===== src/rtl/sap_exec_unit.sv =====
`default_nettype none
// ============================================================================
// Module   : sap_exec_unit
// Purpose  : SAP-1 style execution unit. Holds the T1..T6 ring counter, the
//            instruction decoder that produces the 12-bit control word, the
//            accumulator and the add/subtract ALU with its bus driver.
// Ports    : clock        - rising-edge clock for all state
//            reset        - synchronous active-high reset
//            instruction  - opcode nibble from the instruction register
//            w_bus        - W-bus value; accumulator load source
//            b_reg        - B register value; ALU operand B
//            control_word - {Cp,Ep,Lm_n,Ce_n,Li_n,Ei_n,La_n,Ea,Su,Eu,Lb_n,Lo_n}
//            ula_input    - accumulator contents; ALU operand A
//            bus_out      - value driven onto the W-bus
//            bus_oe       - bus_out valid (Ea or Eu high)
//            t_state      - one-hot ring counter, bit0 = T1 ... bit5 = T6
//            carry_flag   - ALU carry-out captured on ALU load (SAP_FLAGS_EN)
//            zero_flag    - ALU result == 0 captured on ALU load (SAP_FLAGS_EN)
//            halted       - high after HLT executes
// Config   : define SAP_FLAGS_EN to add the carry/zero flag registers/ports.
// Revision : 1.0 - initial release
// ============================================================================
module sap_exec_unit (
  input  logic        clock,
  input  logic        reset,
  input  logic [3:0]  instruction,
  input  logic [7:0]  w_bus,
  input  logic [7:0]  b_reg,
  output logic [11:0] control_word,
  output logic [7:0]  ula_input,
  output logic [7:0]  bus_out,
  output logic        bus_oe,
  output logic [5:0]  t_state,
`ifdef SAP_FLAGS_EN
  output logic        carry_flag,
  output logic        zero_flag,
`endif
  output logic        halted
);

  typedef enum logic [5:0] {
    T1 = 6'b000001,
    T2 = 6'b000010,
    T3 = 6'b000100,
    T4 = 6'b001000,
    T5 = 6'b010000,
    T6 = 6'b100000
  } tstate_e;

  localparam logic [3:0] OP_LDA = 4'b0000;
  localparam logic [3:0] OP_ADD = 4'b0001;
  localparam logic [3:0] OP_SUB = 4'b0010;
  localparam logic [3:0] OP_OUT = 4'b1110;
  localparam logic [3:0] OP_HLT = 4'b1111;

  localparam logic [11:0] CW_IDLE    = 12'h3E3;
  localparam logic [11:0] CW_FETCH1  = 12'h5E3;  // Ep, Lm_n
  localparam logic [11:0] CW_FETCH2  = 12'hBE3;  // Cp
  localparam logic [11:0] CW_FETCH3  = 12'h263;  // Ce_n, Li_n
  localparam logic [11:0] CW_ADDR    = 12'h1A3;  // Lm_n, Ei_n
  localparam logic [11:0] CW_LDA_T5  = 12'h2C3;  // Ce_n, La_n
  localparam logic [11:0] CW_LDB_T5  = 12'h2E1;  // Ce_n, Lb_n
  localparam logic [11:0] CW_ADD_T6  = 12'h3C7;  // La_n, Eu
  localparam logic [11:0] CW_SUB_T6  = 12'h3CF;  // La_n, Su, Eu
  localparam logic [11:0] CW_OUT_T4  = 12'h3F2;  // Ea, Lo_n

  tstate_e     state;
  tstate_e     next_state;
  logic [7:0]  acc;
  logic [7:0]  alu_b;
  logic [7:0]  alu_result;
  logic        la_n;
  logic        ea;
  logic        su;
  logic        eu;

  assign la_n = control_word[5];
  assign ea   = control_word[4];
  assign su   = control_word[3];
  assign eu   = control_word[2];

  // --------------------------------------------------------------------------
  // Ring counter state register
  // --------------------------------------------------------------------------
  always_ff @(posedge clock) begin
    if (reset) begin
      state <= T1;
    end else begin
      state <= next_state;
    end
  end

  // --------------------------------------------------------------------------
  // Next state and control word decode. The opcode is only consulted in
  // T4..T6, so IR changes during fetch cannot disturb the fetch words.
  // HLT holds the counter at T4: the halting edge is also the freezing edge.
  // --------------------------------------------------------------------------
  always_comb begin
    next_state   = state;
    control_word = CW_IDLE;
    if (!halted) begin
      case (state)
        T1: begin
          next_state   = T2;
          control_word = CW_FETCH1;
        end
        T2: begin
          next_state   = T3;
          control_word = CW_FETCH2;
        end
        T3: begin
          next_state   = T4;
          control_word = CW_FETCH3;
        end
        T4: begin
          next_state = (instruction == OP_HLT) ? T4 : T5;
          case (instruction)
            OP_LDA, OP_ADD, OP_SUB: control_word = CW_ADDR;
            OP_OUT:                 control_word = CW_OUT_T4;
            default:                control_word = CW_IDLE;
          endcase
        end
        T5: begin
          next_state = T6;
          case (instruction)
            OP_LDA:         control_word = CW_LDA_T5;
            OP_ADD, OP_SUB: control_word = CW_LDB_T5;
            default:        control_word = CW_IDLE;
          endcase
        end
        T6: begin
          next_state = T1;
          case (instruction)
            OP_ADD:  control_word = CW_ADD_T6;
            OP_SUB:  control_word = CW_SUB_T6;
            default: control_word = CW_IDLE;
          endcase
        end
        default: begin
          next_state   = T1;
          control_word = CW_IDLE;
        end
      endcase
    end
  end

  assign t_state = state;

  // --------------------------------------------------------------------------
  // Halt latch: set at the T4 edge of HLT, cleared only by reset
  // --------------------------------------------------------------------------
  always_ff @(posedge clock) begin
    if (reset) begin
      halted <= 1'b0;
    end else if (!halted && (state == T4) && (instruction == OP_HLT)) begin
      halted <= 1'b1;
    end
  end

  // --------------------------------------------------------------------------
  // Accumulator
  // --------------------------------------------------------------------------
  always_ff @(posedge clock) begin
    if (reset) begin
      acc <= 8'h00;
    end else if (!la_n) begin
      acc <= w_bus;
    end
  end

  assign ula_input = acc;

  // --------------------------------------------------------------------------
  // ALU: subtraction is A + ~B + 1 (two's complement), wrapping mod 256
  // --------------------------------------------------------------------------
  assign alu_b = su ? ~b_reg : b_reg;

`ifdef SAP_FLAGS_EN
  logic [8:0] alu_sum;

  assign alu_sum    = {1'b0, acc} + {1'b0, alu_b} + {8'b0, su};
  assign alu_result = alu_sum[7:0];

  // Flags track only ALU results written back, not LDA loads.
  always_ff @(posedge clock) begin
    if (reset) begin
      carry_flag <= 1'b0;
      zero_flag  <= 1'b0;
    end else if (!la_n && eu) begin
      carry_flag <= alu_sum[8];
      zero_flag  <= (alu_sum[7:0] == 8'h00);
    end
  end
`else
  assign alu_result = acc + alu_b + {7'b0, su};
`endif

  // --------------------------------------------------------------------------
  // Bus driver: Ea and Eu are mutually exclusive in every legal word
  // --------------------------------------------------------------------------
  always_comb begin
    bus_out = 8'h00;
    if (ea) begin
      bus_out = acc;
    end else if (eu) begin
      bus_out = alu_result;
    end
  end

  assign bus_oe = ea | eu;

endmodule
`default_nettype wire


===== config.mk =====
export PLATFORM = sky130hd
export DESIGN_NAME = sap_exec_unit
export DESIGN_NICKNAME = d
export VERILOG_FILES = /design/src/rtl/sap_exec_unit.sv
export SDC_FILE = /design/constraint.sdc
export NUM_CORES = 1
export LEC_CHECK = 0
export CAP_MARGIN = 20
export CELL_PAD_IN_SITES_DETAIL_PLACEMENT = 0
export CELL_PAD_IN_SITES_GLOBAL_PLACEMENT = 1
export CORE_AREA = 2 2 79 66
export DETAILED_ROUTE_END_ITERATION = 10
export DIE_AREA = 0 0 81 68
export HOLD_SLACK_MARGIN = 0.06
export PLACE_DENSITY_LB_ADDON = 0.1
export SLEW_MARGIN = 20
export SYNTH_ARGS = -nofsm -noshare
export SYNTH_HDL_FRONTEND = slang
export SYNTH_SLANG_ARGS = --single-unit

===== constraint.sdc =====
create_clock -name clock -period 5.57 [get_ports clock]
set_input_delay 1.114 -clock clock [delete_from_list [all_inputs] [get_ports clock]]
set_output_delay 1.114 -clock clock [all_outputs]
set_load 0.02 [all_outputs]

== After elaboration in Yosys (flattened, before gate mapping) ==
Cells that the tools add are included.
Word-level totals
  bits of input ports: 22
  flip-flop bits (word level): 15
  output and inout port bits: 36
  word-level logic and storage cells: 33
Operators by class
  mux-type cells: 10
  bitwise operators: 2
  eq/ne operators: 10
  reduce and logical (&&, ||, !) cells: 6
  add/subtract/negate cells: 2
Operators with widths (count)
  12-bit one-hot mux with 6 select lines: 1
  6-bit one-hot mux with 5 select lines: 1
  8-bit 2-to-1 mux: 3
  10-bit one-hot mux with 2 select lines: 1
  9-bit one-hot mux with 2 select lines: 1
  12-bit 2-to-1 mux: 1
  6-bit one-hot mux with 2 select lines: 1
  8-bit by 1-bit adder with 8-bit output: 1
  8-bit adder: 1
  4-bit equality test, second input constant: 2
  8-bit inverter: 1
  6-bit by 1-bit equality test with 1-bit output, second input constant: 1
  6-bit by 2-bit equality test with 1-bit output, second input constant: 1
  6-bit by 3-bit equality test with 1-bit output, second input constant: 1
  6-bit by 4-bit equality test with 1-bit output, second input constant: 1
  6-bit by 5-bit equality test with 1-bit output, second input constant: 1
  6-bit equality test, second input constant: 1
  5-bit 2-to-1 mux: 1
  4-bit by 1-bit equality test with 1-bit output, second input constant: 1
  4-bit by 2-bit equality test with 1-bit output, second input constant: 1
  4-bit zero test: 1
  3-bit OR reduction: 1
  1-bit logical AND: 2
  2-bit OR reduction: 1
  2 further kinds: 2

== Logic depth before layout (Yosys ltp) ==
  word-level depth: 10
  mapped depth: 12
  gate-level depth less buffers: 10

== Worst setup path after synthesis ==
Ideal clock, no wire load.
  kind: input port to output port
  start: input instruction[0]
  end: output bus_out[7]
  arrival time: 3.582 ns
  path buffers: 2
  stages: 12
  path slack: 0.874 ns
  required time: 4.456 ns
  path through: buf_6 > nor4_2 > nand4_1 > buf_6 > xnor2_1 > ha_1 > and2_1 > or2_2 > a211oi_1 > o211ai_1 > and4b_1 > a221o_1
On the way
  cells in the longest elaborated chain, start to end: 9
  elaborated cells on any way between the ends: 14
RTL lines
  start, declared: RTL line 26  | input logic [3:0] instruction,
  4-bit by 2-bit equality test with 1-bit output or 4-bit by 1-bit equality test with 1-bit output (tied branches): RTL line 117, 133
  6-bit one-hot mux with 2 select lines: RTL line 133  | case (instruction)
  12-bit one-hot mux with 6 select lines (*): RTL line 102  | case (state)
  12-bit 2-to-1 mux (*): RTL line 101  | if (!halted) begin
  8-bit 2-to-1 mux: RTL line 176  | assign alu_b = su ? ~b_reg : b_reg;
  8-bit adder: RTL line 195  | assign alu_result = acc + alu_b + {7'b0, su};
  8-bit by 1-bit adder with 8-bit output: RTL line 195
  8-bit 2-to-1 mux: RTL line 205  | end else if (eu) begin
  8-bit 2-to-1 mux (*): RTL line 203  | if (ea) begin
  end, declared: RTL line 31  | output logic [7:0] bus_out,
Every way passes the cells marked *; elsewhere a longest branch is shown, timed or not.

== Worst setup path after layout ==
  start: input instruction[0]
  end: output bus_out[5]
Same word-level chain as after synthesis.

==> metrics.txt <==
# TYPE chip_impl_metric gauge
chip_impl_metric{name="clk_pin_slew_worst_paths",unit="ns"} 0.07
chip_impl_metric{name="critical_path.max_stage_delay",unit="ns"} 0.60
chip_impl_metric{name="area_growth_syn_to_layout",unit="%"} 54.75
chip_impl_metric{name="worst-endpoint-arrival",unit="ns"} 4.26
chip_impl_info{name="result_of_the_run",value="finished, final reports clean"} 1
chip_impl_metric{name="setup_viol",unit=""} 0
chip_impl_metric{name="synth_area",unit="µm²"} 1358
chip_impl_metric{name="coreArea",unit="µm²"} 4777
chip_impl_metric{name="routabilityCongestion",unit=""} 0.7788
chip_impl_metric{name="critical_path_peak_fanout",unit=""} 6
chip_impl_metric{name="synth_simple_gate_area_share",unit="%"} 30.32
chip_impl_metric{name="ctsLongestPathBuffers",unit=""} 2
chip_impl_metric{name="number_of_antenna_violations_at_the_first_check_in_global_routing",unit=""} 0
chip_impl_metric{name="fraction_of_the_mapped_netlist_area_in_adder_cells",unit="%"} 7.005
chip_impl_metric{name="post-route-drc-count",unit=""} 0
chip_impl_metric{name="chipWidth",unit="µm"} 81
chip_impl_metric{name="finalCritPeriodShare",unit="%"} 96.45
chip_impl_metric{name="post_cts_hold_buffer_count",unit=""} 0
chip_impl_info{name="critical-path-slowest-cell",value="sky130_fd_sc_hd__clkdlybuf4s50_1"} 1
chip_impl_metric{name="tritoncts.num_buffers",unit=""} 3
chip_impl_info{name="tritoncts",value="done"} 1
chip_impl_metric{name="timing.clock.skew",unit="ns"} 0.002329
chip_impl_metric{name="drt-vias-per-instance",unit=""} 4.896
chip_impl_metric{name="timing.slew.headroom",unit="%"} 56.45
chip_impl_metric{name="drv_cap",unit=""} 0
chip_impl_metric{name="layout_min_cycle_time",unit="ns"} 5.372
chip_impl_metric{name="grt_start_max_net_pins",unit=""} 16
chip_impl_metric{name="synth.ff_latch_count",unit=""} 15
chip_impl_metric{name="ys_seq_area_share",unit="%"} 22.12
chip_impl_info{name="critPathKind",value="in -> out"} 1
chip_impl_metric{name="die_y",unit="µm"} 68
chip_impl_metric{name="max_slew.worst_pin.slew",unit="ns"} 0.6512
chip_impl_info{name="root_buffer",value="sky130_fd_sc_hd__clkbuf_8"} 1
chip_impl_metric{name="drive_gt1_share",unit="%"} 11.44
chip_impl_metric{name="final_antenna_violating_net_count",unit=""} 0
chip_impl_info{name="dominant_combinational_cell_family_by_area_after_synthesis",value="simple AND/OR/NAND/NOR gates"} 1
chip_impl_metric{name="global_route.overflow_total",unit=""} 0
chip_impl_metric{name="design.final.nets",unit=""} 266
chip_impl_metric{name="tns",unit="ns"} 0
chip_impl_metric{name="grt_usage",unit="%"} 15.53
chip_impl_metric{name="synth-compound-area-share",unit="%"} 17.79
chip_impl_info{name="highest_count_cells_in_the_layout_ignoring_fill_and_taps",value="55 x sky130_fd_sc_hd__clkdlybuf4s50_1, 21 x sky130_fd_sc_hd__nor2_1, 15 x sky130_fd_sc_hd__dfxtp_1"} 1
chip_impl_metric{name="power.ir.vdd_worst",unit="mV"} 0.08281
chip_impl_metric{name="wl_per_cell",unit="µm"} 14.17
chip_impl_metric{name="drt_pass1_iterations",unit=""} 5
chip_impl_info{name="synth-main-ff-cell",value="sky130_fd_sc_hd__dfxtp_1"} 1
chip_impl_metric{name="cts_post_setup_buffers_inserted",unit=""} 0
chip_impl_metric{name="syn_nets",unit=""} 203
chip_impl_info{name="unrepaired_setup_endpoints_after_global_routing",value="no"} 1
chip_impl_metric{name="first_pass_grt_wire_length",unit="mm"} 6.658
chip_impl_metric{name="yosys.cell_types.count",unit=""} 44
chip_impl_info{name="layout_commonest_cell",value="sky130_fd_sc_hd__clkdlybuf4s50_1"} 1
chip_impl_metric{name="ctsResizeCount",unit=""} 1
chip_impl_metric{name="hpwl_after_dpl",unit="mm"} 3.223
chip_impl_metric{name="number_of_enable_type_register_cells_in_the_synthesized_netlist",unit=""} 0
chip_impl_metric{name="cts.sinks",unit=""} 15
chip_impl_metric{name="maximum_clock_frequency",unit="MHz"} 186.1
chip_impl_metric{name="yosys_warnings",unit=""} 0
chip_impl_metric{name="number_of_global_route_vias_before_repair",unit=""} 1349
chip_impl_metric{name="rows",unit=""} 23
chip_impl_metric{name="synth-xor-area-share",unit="%"} 9.677
chip_impl_metric{name="cell_count_after_synthesis",unit=""} 174
chip_impl_info{name="cp-end-kind",value="output pin"} 1
chip_impl_metric{name="die_ar",unit="µm²"} 5508
chip_impl_metric{name="insertion_delay",unit="ns"} 0.25
chip_impl_metric{name="n_antenna_cell",unit=""} 0
chip_impl_metric{name="critPathRequiredTime",unit="ns"} 4.46
chip_impl_metric{name="final_hold_viol_count",unit=""} 0
chip_impl_metric{name="report.final.slew_viol_count",unit=""} 0
chip_impl_metric{name="postRouteWirelength",unit="mm"} 4.222
chip_impl_info{name="hold_path.class",value="reg -> reg"} 1
chip_impl_metric{name="cellPowerDensity",unit="nW/µm²"} 141.1
chip_impl_metric{name="synth.area.mux_share",unit="%"} 6.728
chip_impl_metric{name="boundaryPins",unit=""} 58
chip_impl_info{name="worstPathCellList",value="clkdlybuf4s50_1 > nor4_2 > nand4_1 > buf_4 > xnor2_1 > ha_1 > and2_1 > or2_2 > a211oi_2 > buf_4 > xnor2_1 > a22o_1 > clkdlybuf4s50_1"} 1
chip_impl_metric{name="floorplan.initialDensity",unit="%"} 28.42
chip_impl_info{name="crit_path_start_kind",value="input pin"} 1
chip_impl_metric{name="io_buffer_count",unit=""} 57
chip_impl_metric{name="vias",unit=""} 1459
chip_impl_metric{name="drt_first_iter_violations",unit=""} 45
chip_impl_metric{name="timing.hold.ws",unit="ns"} 0.5636
chip_impl_metric{name="cts_htree_levels",unit=""} 1
chip_impl_metric{name="synth-async-reset-ratio",unit="%"} 0
chip_impl_metric{name="synth.avg_cell_area",unit="µm²"} 7.802
chip_impl_metric{name="power.leakage",unit="nW"} 0.8235
[state kept, by name, indices dropped and copies added, names as in the netlist]
register   flops
halted         1
t_state        6
ula_input      8
[critical path: cells and delay by family]
family	cells	cell delay [ns]
buffers and inverters	4	1.38
XOR/XNOR	2	0.23
adder cells (fa/ha/maj)	1	0.29
AND/OR/NAND/NOR	4	0.85
AO/OA/AOI/OAI	2	0.39
[area by class of cell]
cell class | count | area, µm²
fill | 501 | 2676
clock inverter | 1 | 5.005
inverter | 4 | 15.01
sequential | 15 | 300.3
timing repair buffer | 70 | 673.1
multi-input combinational | 143 | 988.4
tap | 62 | 77.57
clock buffer | 3 | 41.29
[per-layer routing]
metal / vias to the layer above / GRT usage, % / share of wire, %
li1: 751 / - / -
met1: 662 / 22.57 / 52
met2: 44 / 23.24 / 41
met3: 2 / 4.881 / 6.4
met4: 0 / 1.271 / 0.095
met5: - / 0 / 0
[cell families (layout without fill, tap and decap cells)]
logic type,Yosys count,in the layout
AND/OR/NAND/NOR,75,75
buffers and inverters,16,78
AO/OA/AOI/OAI,37,37
adder cells (fa/ha/maj),7,7
multiplexers,9,9
XOR/XNOR,15,15
flip-flops,15,15
[worst paths after layout]
check	from	to	slack (ns)	cells past startpoint
worst max-delay path	instruction[0]	bus_out[5]	0.20	13
worst min-delay path	ula_input[2]	ula_input[2]	0.56	2
worst min register to register	ula_input[2]	ula_input[2]	0.56	2
worst max register to register	t_state[2]	t_state[0]	3.69	5
[Yosys cell counts, drive strengths merged (3+ instances only)]
cell type / n / area (µm²)
a21oi: 11 / 55.05
a22o: 6 / 52.55
buf: 6 / 48.79
clkbuf: 6 / 22.52
dfxtp: 15 / 300.3
ha: 6 / 75.07
inv: 4 / 15.01
mux2i: 8 / 80.08
nand2: 12 / 45.04
nand2b: 3 / 18.77
nand3: 5 / 25.02
nand4: 3 / 18.77
nor2: 21 / 78.83
nor2b: 4 / 25.02
nor3: 3 / 20.02
nor3b: 3 / 22.52
nor4: 3 / 25.02
o21ai: 8 / 40.04
or2: 4 / 25.02
xnor2: 11 / 96.34
xor2: 4 / 35.03
[metrics by stage]
stage	power, mW	worst slack (ns)	area, µm²	std cells	util (%)
after floorplan	0.1646	0.8741	1358	174	-
after global placement	0.2054	0.04553	2044	294	42.80
after detailed placement	0.2062	0.01251	2044	294	42.80
after CTS	0.3004	0.03898	2096	298	43.87
after global routing	0.3144	0.02015	2101	298	43.98
final	0.2964	0.1977	2101	298	43.98
[power by group]
group | internal (mW) | switching, mW
Clock | 0.0496 | 0.0425
Sequential | 0.110 | 0.00857
Combinational | 0.0462 | 0.0393
(Power assumes the default switching activity.)
